--- src/rtl/config_reg_bank.sv ---
// config_reg_bank: bank of shadow configuration registers plus an active copy.
// Writes land in the shadow set. A commit copies every shadow register into
// the active set at once, so active_flat only changes on a commit. A sticky
// lock blocks later writes and commits and is cleared only by reset.
//
// Ports
//   clk         rising-edge clock
//   reset       asynchronous active-low reset
//   write       write request; data_in goes to shadow[address]
//   read        read request; data_out/rd_valid follow one cycle later
//   address     register index for read and write
//   data_in     write data
//   commit      copy all shadow registers to the active registers
//   lock        set the sticky lock
//   data_out    registered read data; holds its value when rd_valid is 0
//   rd_valid    one-cycle pulse marking data_out as valid
//   err         one-cycle pulse for an illegal write and/or an illegal read
//   locked      sticky lock status
//   active_flat active registers; register i is at [i*DATA_W +: DATA_W]
module config_reg_bank #(
  parameter int unsigned       DATA_W    = 16,
  parameter int unsigned       NUM_REGS  = 8,
  parameter int unsigned       ADDR_W    = 3,
  parameter logic [DATA_W-1:0] RESET_VAL = '0
) (
  input  logic                       clk,
  input  logic                       reset,
  input  logic                       write,
  input  logic                       read,
  input  logic [ADDR_W-1:0]          address,
  input  logic [DATA_W-1:0]          data_in,
  input  logic                       commit,
  input  logic                       lock,
  output logic [DATA_W-1:0]          data_out,
  output logic                       rd_valid,
  output logic                       err,
  output logic                       locked,
  output logic [NUM_REGS*DATA_W-1:0] active_flat
);

  logic [DATA_W-1:0] r_shadow [NUM_REGS];
  logic [DATA_W-1:0] r_active [NUM_REGS];
  logic [DATA_W-1:0] r_data_out;
  logic              r_rd_valid;
  logic              r_err;
  logic              r_locked;

  logic              w_addr_ok;
  logic              w_wr_en;
  logic              w_wr_err;
  logic              w_rd_err;
  logic              w_commit_en;
  logic [DATA_W-1:0] w_rd_data;

  // Request qualification; lock only affects requests from the next cycle on.
  assign w_addr_ok   = 32'(address) < NUM_REGS;
  assign w_wr_en     = write & ~r_locked & w_addr_ok;
  assign w_wr_err    = write & (r_locked | ~w_addr_ok);
  assign w_rd_err    = read & ~w_addr_ok;
  assign w_commit_en = commit & ~r_locked;

  // Read mux over the pre-edge shadow values; out-of-range reads yield zero.
  always_comb begin
    w_rd_data = '0;
    for (int i = 0; i < int'(NUM_REGS); i++) begin
      if (address == ADDR_W'(i)) begin
        w_rd_data = r_shadow[i];
      end
    end
  end

  // Shadow and active storage. Commit samples shadow before this edge's write.
  always_ff @(posedge clk or negedge reset) begin
    if (!reset) begin
      for (int i = 0; i < int'(NUM_REGS); i++) begin
        r_shadow[i] <= RESET_VAL;
        r_active[i] <= RESET_VAL;
      end
    end else begin
      for (int i = 0; i < int'(NUM_REGS); i++) begin
        if (w_wr_en && (address == ADDR_W'(i))) begin
          r_shadow[i] <= data_in;
        end
        if (w_commit_en) begin
          r_active[i] <= r_shadow[i];
        end
      end
    end
  end

  // Read response, error pulse and sticky lock.
  always_ff @(posedge clk or negedge reset) begin
    if (!reset) begin
      r_data_out <= '0;
      r_rd_valid <= 1'b0;
      r_err      <= 1'b0;
      r_locked   <= 1'b0;
    end else begin
      if (read) begin
        r_data_out <= w_rd_data;
      end
      r_rd_valid <= read;
      r_err      <= w_wr_err | w_rd_err;
      r_locked   <= r_locked | lock;
    end
  end

  assign data_out = r_data_out;
  assign rd_valid = r_rd_valid;
  assign err      = r_err;
  assign locked   = r_locked;

  for (genvar g = 0; g < int'(NUM_REGS); g++) begin : g_flat
    assign active_flat[g*DATA_W +: DATA_W] = r_active[g];
  end

endmodule

--- config.mk ---
export PLATFORM = sky130hd
export DESIGN_NAME = config_reg_bank
export DESIGN_NICKNAME = d
export VERILOG_FILES = /design/src/rtl/config_reg_bank.sv
export SDC_FILE = /design/constraint.sdc
export NUM_CORES = 1
export LEC_CHECK = 0
export BUFFER_PORTS_ARGS = -buffer_cell sky130_fd_sc_hd__buf_2
export CAP_MARGIN = 5
export CORE_ASPECT_RATIO = 0.75
export CORE_MARGIN = 3
export CORE_UTILIZATION = 60
export CTS_BUF_LIST = sky130_fd_sc_hd__clkbuf_16
export CTS_CLUSTER_SIZE = 8
export DETAILED_ROUTE_END_ITERATION = 10
export HOLD_SLACK_MARGIN = 0.15
export PLACE_DENSITY = 0.9
export RECOVER_POWER = 25
export SLEW_MARGIN = 20
export SYNTH_ARGS = -nofsm -noshare
export SYNTH_HDL_FRONTEND = slang
export SYNTH_SLANG_ARGS = --single-unit
--- constraint.sdc ---
create_clock -name clk -period 2.7 [get_ports clk]
set_input_delay 0.54 -clock clk [delete_from_list [all_inputs] [get_ports clk]]
set_output_delay 0.54 -clock clk [all_outputs]
set_load 0.005 [all_outputs]
==> summary.md, run 1 <==
| Metric | Value |
|---|---|
| Status | finished with violations |
| Failing checks | capacitance limit, slew limit |
| Initial Util | 62.7% |
| Final TNS setup | 0 ns |
| Syn Inst Count | 807 |
| Setup ws final | 0.634 ns |
| DR iter-0 viols | 677 |
| Fin crit share | 76.5% |
| Final WL | 28900 um |
| Final Non-Filler Cells | 1236 |
| CTS tree | yes |
| Synthesis Warnings | 0 |
| Critical Path RT | 2.99 ns |
| Largest net degree at the start of global routing | 132 |
| H-tree depth | 2 |
| Area contributors post-synth | dfrtp_1, mux2_2, mux2i_1 |
| CTS Sinks | 275 |
| Layout cells sized above 1 | 48.4% |
| First-pass GRT wire length | 45200 um |
| Synth Cell Area | 0.0113 mm2 |
| Beginning of the critical path | read |
| Die ar. | 0.0206 mm2 |
| Final nets | 1017 |
| Port bufs | 171 |
| Post-DP HPWL | 18900 um |
| Max stage delay cell, worst path | clkbuf_1 |
| Crit Path Class | primary input to flop |
| Cells after DPL | 1191 |
| Bufs on Longest Clock Path | 3 |
| Core box area | 0.0181 mm2 |
| Most frequent cells in the layout | dfrtp_1, mux2_2, buf_2, o21ai_0, clkbuf_16 |
| CP Cell Sequence | clkbuf_1 -> nand2b_1 -> o22ai_1 -> a31oi_1 |
| Hold_sp | lock |
| Vias in the first global route | 7835 |
| Post-route DRC | 0 |
| Syn_nets | 832 |
| Distinct cells, synth | 30 |
| Area added between synthesis and finish | 19.7% |
| Hold Fails Final Rpt | 0 |
| Worst r2r src | locked$_DFF_PN0_ |
| Seq/Total Area, Yosys | 60.7% |
| Relative slew slack | -21.6% |
| Worst EP arrival | 2.36 ns |
| CTS clk-pin slew, worst paths | 0.05 ns |
| Vias | 7617 |
| Crit path buffers/inverters | 1 |
| Routed len/inst | 23.3 um |
| Clock latency on the worst-skew pair | 0.51 ns |
| Overall routing resource usage | 28.2% |
| Diodes inserted | 0 |
| Worst Path Max Fanout | 43 |
| Final hold slack | 0.232 ns |
| Post-synth top area share | 60.7% |
| CTS Root Cell | clkbuf_16 |
| CP peak stage delay | 1.28 ns |
| Setup crit end kind | flop |
| Actual slew at the worst max-slew pin | 1.82 ns |
| Clock period minus worst slack | 2.07 ns |
| Fin. max-slew vios | 44 |
| Worst hold path type | primary input to flop |
| Yosys reg bits | 275 |
| Setup crit start kind | primary input |
| Num CTS Buffers | 40 |
| Final setup fails | 0 |
| Antenna violation net count after detailed routing | 0 |
| Total of max-cap violations | 1 |
| Tot Pwr | 9220 uW |
| Rows | 42 |
| Pwr/cell area | 679 mW/mm2 |
| Fmax | 0.484 GHz |
| GP Congestion | 0.857 |
| Die X | 165 um |
| Commonest non-fill, non-tap cell in the layout | dfrtp_1 |
| Synth area leader | dfrtp_1 |
| Die Y | 125 um |
| Worst vdd ir | 0.421 mV |
| Initial antenna violation count | 1 |
| Clock skew | 0.0127 ns |
| Mean Syn Cell Area | 14.1 um2 |
| Num ports | 172 |
| Grt total ovfl | 0 |
| Worst slack, placed | 0.364 ns |
| Delay-heaviest family, CP | buffers and inverters |
| Unrepaired setup endpoints after global routing | no |
| First-pass iteration count of the detailed router | 5 |
| Drt via density | 6.16 |
| Leak | 0.00718 uW |
path summary, 6_finish.rpt:
| kind | end | slack, ns | depth (start not counted) |
|---|---|---|---|
| max | data_out[4]$_DFFE_PN0P_ | 0.63 | 4 |
| min | locked$_DFF_PN0_ | 0.23 | 2 |
| max reg2reg | r_shadow[120]$_DFFE_PN0P_ | 0.64 | 3 |
| min reg2reg | active_flat[124]$_DFFE_PN0P_ | 0.49 | 2 |
| max in group asynchronous | data_out[14]$_DFFE_PN0P_ | 1.02 | 3 |
| min in group asynchronous | active_flat[71]$_DFFE_PN0P_ | 0.61 | 2 |
repair_timing:
action	in CTS	in global routing
gates resized for setup	0	0
setup buffers	0	0
hold buffers	1	0
endpoints found under the hold margin	74	0
cell usage after synthesis, drive strengths merged:
library cell    n
dfrtp         275
mux2          250
o21ai          50
buf            34
mux2i          29
nor2           29
a21oi          26
clkbuf         16
nand2b         16
o22ai          16
a31oi          13
nand2          13
o2bb2ai        13
nand3b          5
nor3b           5
inv             4
nor2b           4
a211oi          3
and2            1
and3            1
nand3           1
nor3            1
or2             1
or3             1
layer usage:
layer | track usage [%] | vias to the layer above | part of all wire (%) | routed length (um)
li1 | - | 3264 | - | -
met5 | 0 | - | 0.052 | 15
met3 | 8.80 | 38 | 11 | 3060
met1 | 42.6 | 3917 | 44 | 12600
met4 | 8.04 | 2 | 1.7 | 503
met2 | 39.7 | 396 | 44 | 12600
per-stage QoR:
stage,area [um2],util (%)
detailed placement,12500,69.3
floorplan,11300,-
global route,13600,75.1
global placement,12500,69.3
finish,13600,75.1
CTS,13600,75.1
logic make-up (layout without fill, tap and decap cells):
logic type | Yosys count | in the layout | share of synthesized area, %
multiplexers | 279 | 279 | 27.4
buffers and inverters | 54 | 241 | 2.18
AND/OR/NAND/NOR | 78 | 78 | 3.62
AO/OA/AOI/OAI | 121 | 121 | 6.15
flip-flops | 275 | 275 | 60.7
registers in the layout (all words and copies together) (netlist names):
name / flops
data_out: 16
active_flat: 128
rd_valid: 1
err: 1
r_shadow: 128
locked: 1
final cells by class:
class	count	area, um2
multi-input combinational	478	4220
tap	242	303
fill	1072	4500
clock buffer	41	1030
timing repair buffer	193	1100
inverter	4	15.0
clock inverter	3	25.0
sequential	275	6880
power breakdown:
group | total, uW | leakage, uW | switching (uW) | internal [uW]
registers | 4390 | 0.00374 | 115 | 4270
logic | 541 | 0.00293 | 323 | 219
clock network | 4290 | 0.000514 | 1630 | 2660
worst reg2reg max path, cell delays in order (launching register included):
cell and delay (ns):
dfrtp_1 0.43, nor3b_2 0.41, nand2_1 0.61, mux2_2 0.49
No activity file was read; power rests on OpenSTA's default activity.
==> run 2: changes to the inputs <==
--- a/config.mk
+++ b/config.mk
@@ -9,12 +9,12 @@
 export CAP_MARGIN = 5
 export CORE_ASPECT_RATIO = 0.75
 export CORE_MARGIN = 3
-export CORE_UTILIZATION = 60
+export CORE_UTILIZATION = 51
 export CTS_BUF_LIST = sky130_fd_sc_hd__clkbuf_16
 export CTS_CLUSTER_SIZE = 8
 export DETAILED_ROUTE_END_ITERATION = 10
 export HOLD_SLACK_MARGIN = 0.15
-export PLACE_DENSITY = 0.9
+export PLACE_DENSITY = 0.83
 export RECOVER_POWER = 25
 export SLEW_MARGIN = 20
 export SYNTH_ARGS = -nofsm -noshare
==> constraint.sdc (replaced) <==
create_clock -name clk -period 1.9 [get_ports clk]
set_input_delay 0.38 -clock clk [delete_from_list [all_inputs] [get_ports clk]]
set_output_delay 0.38 -clock clk [all_outputs]
set_load 0.005 [all_outputs]
==> run 2 against run 1 <==
The run now ends clean. Critical path depth rose by 2. Sequential cell count did not move. Clock skew rose by 0.0014 ns. Register-to-register slack got worse by 0.52 ns. Hold slack barely moved. Global-route usage fell by 3.5 points. Cell count rose by 5.0%.
==> summary.md, run 2 (synthesis gave the netlist of run 1 again) <==
| Metric | Value |
|---|---|
| R2r worst-path depth | 4 (+1) |
| Fin. max-slew vios | 0 (-100%) |
| Die ar. | 0.0241 mm2 (+17%) |
| Setup ws final | 0.0874 ns (-0.547 ns) |
| Worst slack, placed | 0.0281 ns (-0.336 ns) |
| Setup repair bufs after CTS | 0 (unchanged) |
| Clock latency on the worst-skew pair | 0.51 ns (about the same) |
| Critical Path RT | 2.28 ns (-0.71 ns) |
| Commonest non-fill, non-tap cell in the layout | dfrtp_1 |
| Vias | 7599 (-0.24%) |
| First-pass GRT wire length | 45900 um (+1.6%) |
| Initial antenna violation count | 0 (-1) |
| Hold Crit Depth | 2 (unchanged) |
| Fin crit share | 95.4% |
| Resized Gates After CTS | 0 (unchanged) |
| Post-DP HPWL | 20400 um (+8.0%) |
| CTS tree | yes |
| Setup crit end kind | flop |
| Post-route DRC | 0 (unchanged) |
| Port bufs | 171 (unchanged) |
| CTS Sinks | 275 (unchanged) |
| Largest net degree at the start of global routing | 63 (-52%) |
| Worst Path Max Fanout | 7 (-84%) |
| Worst EP arrival | 2.19 ns (-0.17 ns) |
| Diodes inserted | 0 (unchanged) |
| Rows | 46 (+9.5%) |
| Core box area | 0.0215 mm2 (+19%) |
| First-pass iteration count of the detailed router | 5 (unchanged) |
| CP Cell Sequence | dlygate4sd3_1 -> clkbuf_1 -> nand3b_1 -> or3_1 -> buf_4 -> mux2_1 |
| Register area | 0.00688 mm2 (unchanged) |
| Initial Util | 52.8% (-9.9 points) |
| Fmax | 0.552 GHz |
| H-tree depth | 2 (unchanged) |
| Relative slew slack | 38.0% (+60 points) |
| Hold Fails Final Rpt | 0 (unchanged) |
| Die Y | 135 um (+8.1%) |
| Die X | 178 um (+8.2%) |
| Crit path depth | 6 (+2) |
| Num ports | 172 (unchanged) |
| Final WL | 29400 um (+1.7%) |
| Final TNS setup | 0 ns (unchanged) |
| Worst vdd ir | 0.563 mV (+34%) |
| Bufs on Longest Clock Path | 3 (unchanged) |
| Leak | 0.00726 uW (+1.1%) |
| Clock period minus worst slack | 1.81 ns |
| Final nets | 1033 (+1.6%) |
| Area of the multi-input gates | 0.00422 mm2 (about the same) |
| FILL cells | 1615 (+51%) |
| Vias in the first global route | 7786 (-0.63%) |
| Layout cells sized above 1 | 48.9% (+0.52 points) |
| Total of max-cap violations | 0 (-1) |
| Status | finished, final reports clean |
| Num CTS Buffers | 40 (unchanged) |
| Crit path buffers/inverters | 3 (+2) |
| Overall routing resource usage | 24.7% (-3.5 points) |
| GP Congestion | 0.859 (+0.30%) |
| Clock skew | 0.0141 ns (+0.00143 ns) |
| Crit Path Class | primary input to flop |
| Area added between synthesis and finish | 21.5% |
| CTS clk-pin slew, worst paths | 0.05 ns (about the same) |
| Unrepaired setup endpoints after global routing | no |
| Worst hold path type | primary input to flop |
| Drt via density | 5.85 (-5.0%) |
| Pwr/cell area | 953 mW/mm2 (+40%) |
| Max stage delay cell, worst path | dlygate4sd3_1 |
| CTS Hold Buffers Added | 3 (+2) |
| CTS Root Cell | clkbuf_16 |
| CP peak stage delay | 0.53 ns (-0.75 ns) |
| Setup crit start kind | primary input |
| Actual slew at the worst max-slew pin | 0.929 ns (-0.895 ns) |
| Antenna violation net count after detailed routing | 0 (unchanged) |
| Most frequent cells in the layout | dfrtp_1, mux2_2, buf_2, o21ai_0, clkbuf_16 |
| Grt total ovfl | 0 (unchanged) |
| Routed len/inst | 22.6 um (-3.1%) |
| Delay-heaviest family, CP | buffers and inverters |
| DR iter-0 viols | 662 (-2.2%) |
| Final setup fails | 0 (unchanged) |
-- run 2: cell types whose count changed in the layout (fill, tap and decap cells not counted), sizes merged --
cell         previous run  this run
buf                   190       200
dlygate4sd3             1         3
clkbuf                 43        47
-- run 2: report_power, final --
part           internal (uW)  total (uW)  switching [uW]
sequential              6070        6240             169
clock                   3780        6120            2340
combinational            315         779             464
total                  10200       13100            2970
-- run 2: path summary, 6_finish.rpt --
kind	startpoint	to	slack [ns]
max reg2reg	locked$_DFF_PN0_	r_shadow[53]$_DFFE_PN0P_	0.12
min	data_in[11]	r_shadow[59]$_DFFE_PN0P_	0.23
max in group asynchronous	reset	data_out[12]$_DFFE_PN0P_	0.35
min reg2reg	active_flat[122]$_DFFE_PN0P_	active_flat[122]$_DFFE_PN0P_	0.47
min in group asynchronous	reset	active_flat[121]$_DFFE_PN0P_	0.35
max	write	r_shadow[53]$_DFFE_PN0P_	0.09
-- run 2: layout make-up --
class | count | area share (%)
timing repair buffer | 209 | 9.06
clock buffer | 41 | 7.45
sequential | 275 | 49.9
inverter | 4 | 0.109
clock inverter | 3 | 0.182
multi-input combinational | 478 | 30.6
tap | 288 | 2.62
-- run 2: per-stage QoR --
stage	hold WS (ns)	area (um2)	util, %	instances	power [uW]
2_1_floorplan	0.0844	11300	-	807	6600
3_3_place_gp	0.295	12800	59.4	1251	7070
3_5_place_dp	0.301	12800	59.4	1251	7100
4_1_cts	0.212	13800	64.5	1298	13200
5_1_grt	0.253	13800	64.2	1298	13600
6_report	0.233	13800	64.2	1298	13100
-- run 2: per-layer routing --
layer | vias to the layer above | global-route usage (%) | part of all wire (%)
met3 | 42 | 6.81 | 9.8
met1 | 3894 | 38.9 | 47
met2 | 357 | 34.1 | 42
met5 | - | 0 | 0
met4 | 0 | 5.54 | 1.4
li1 | 3306 | - | -
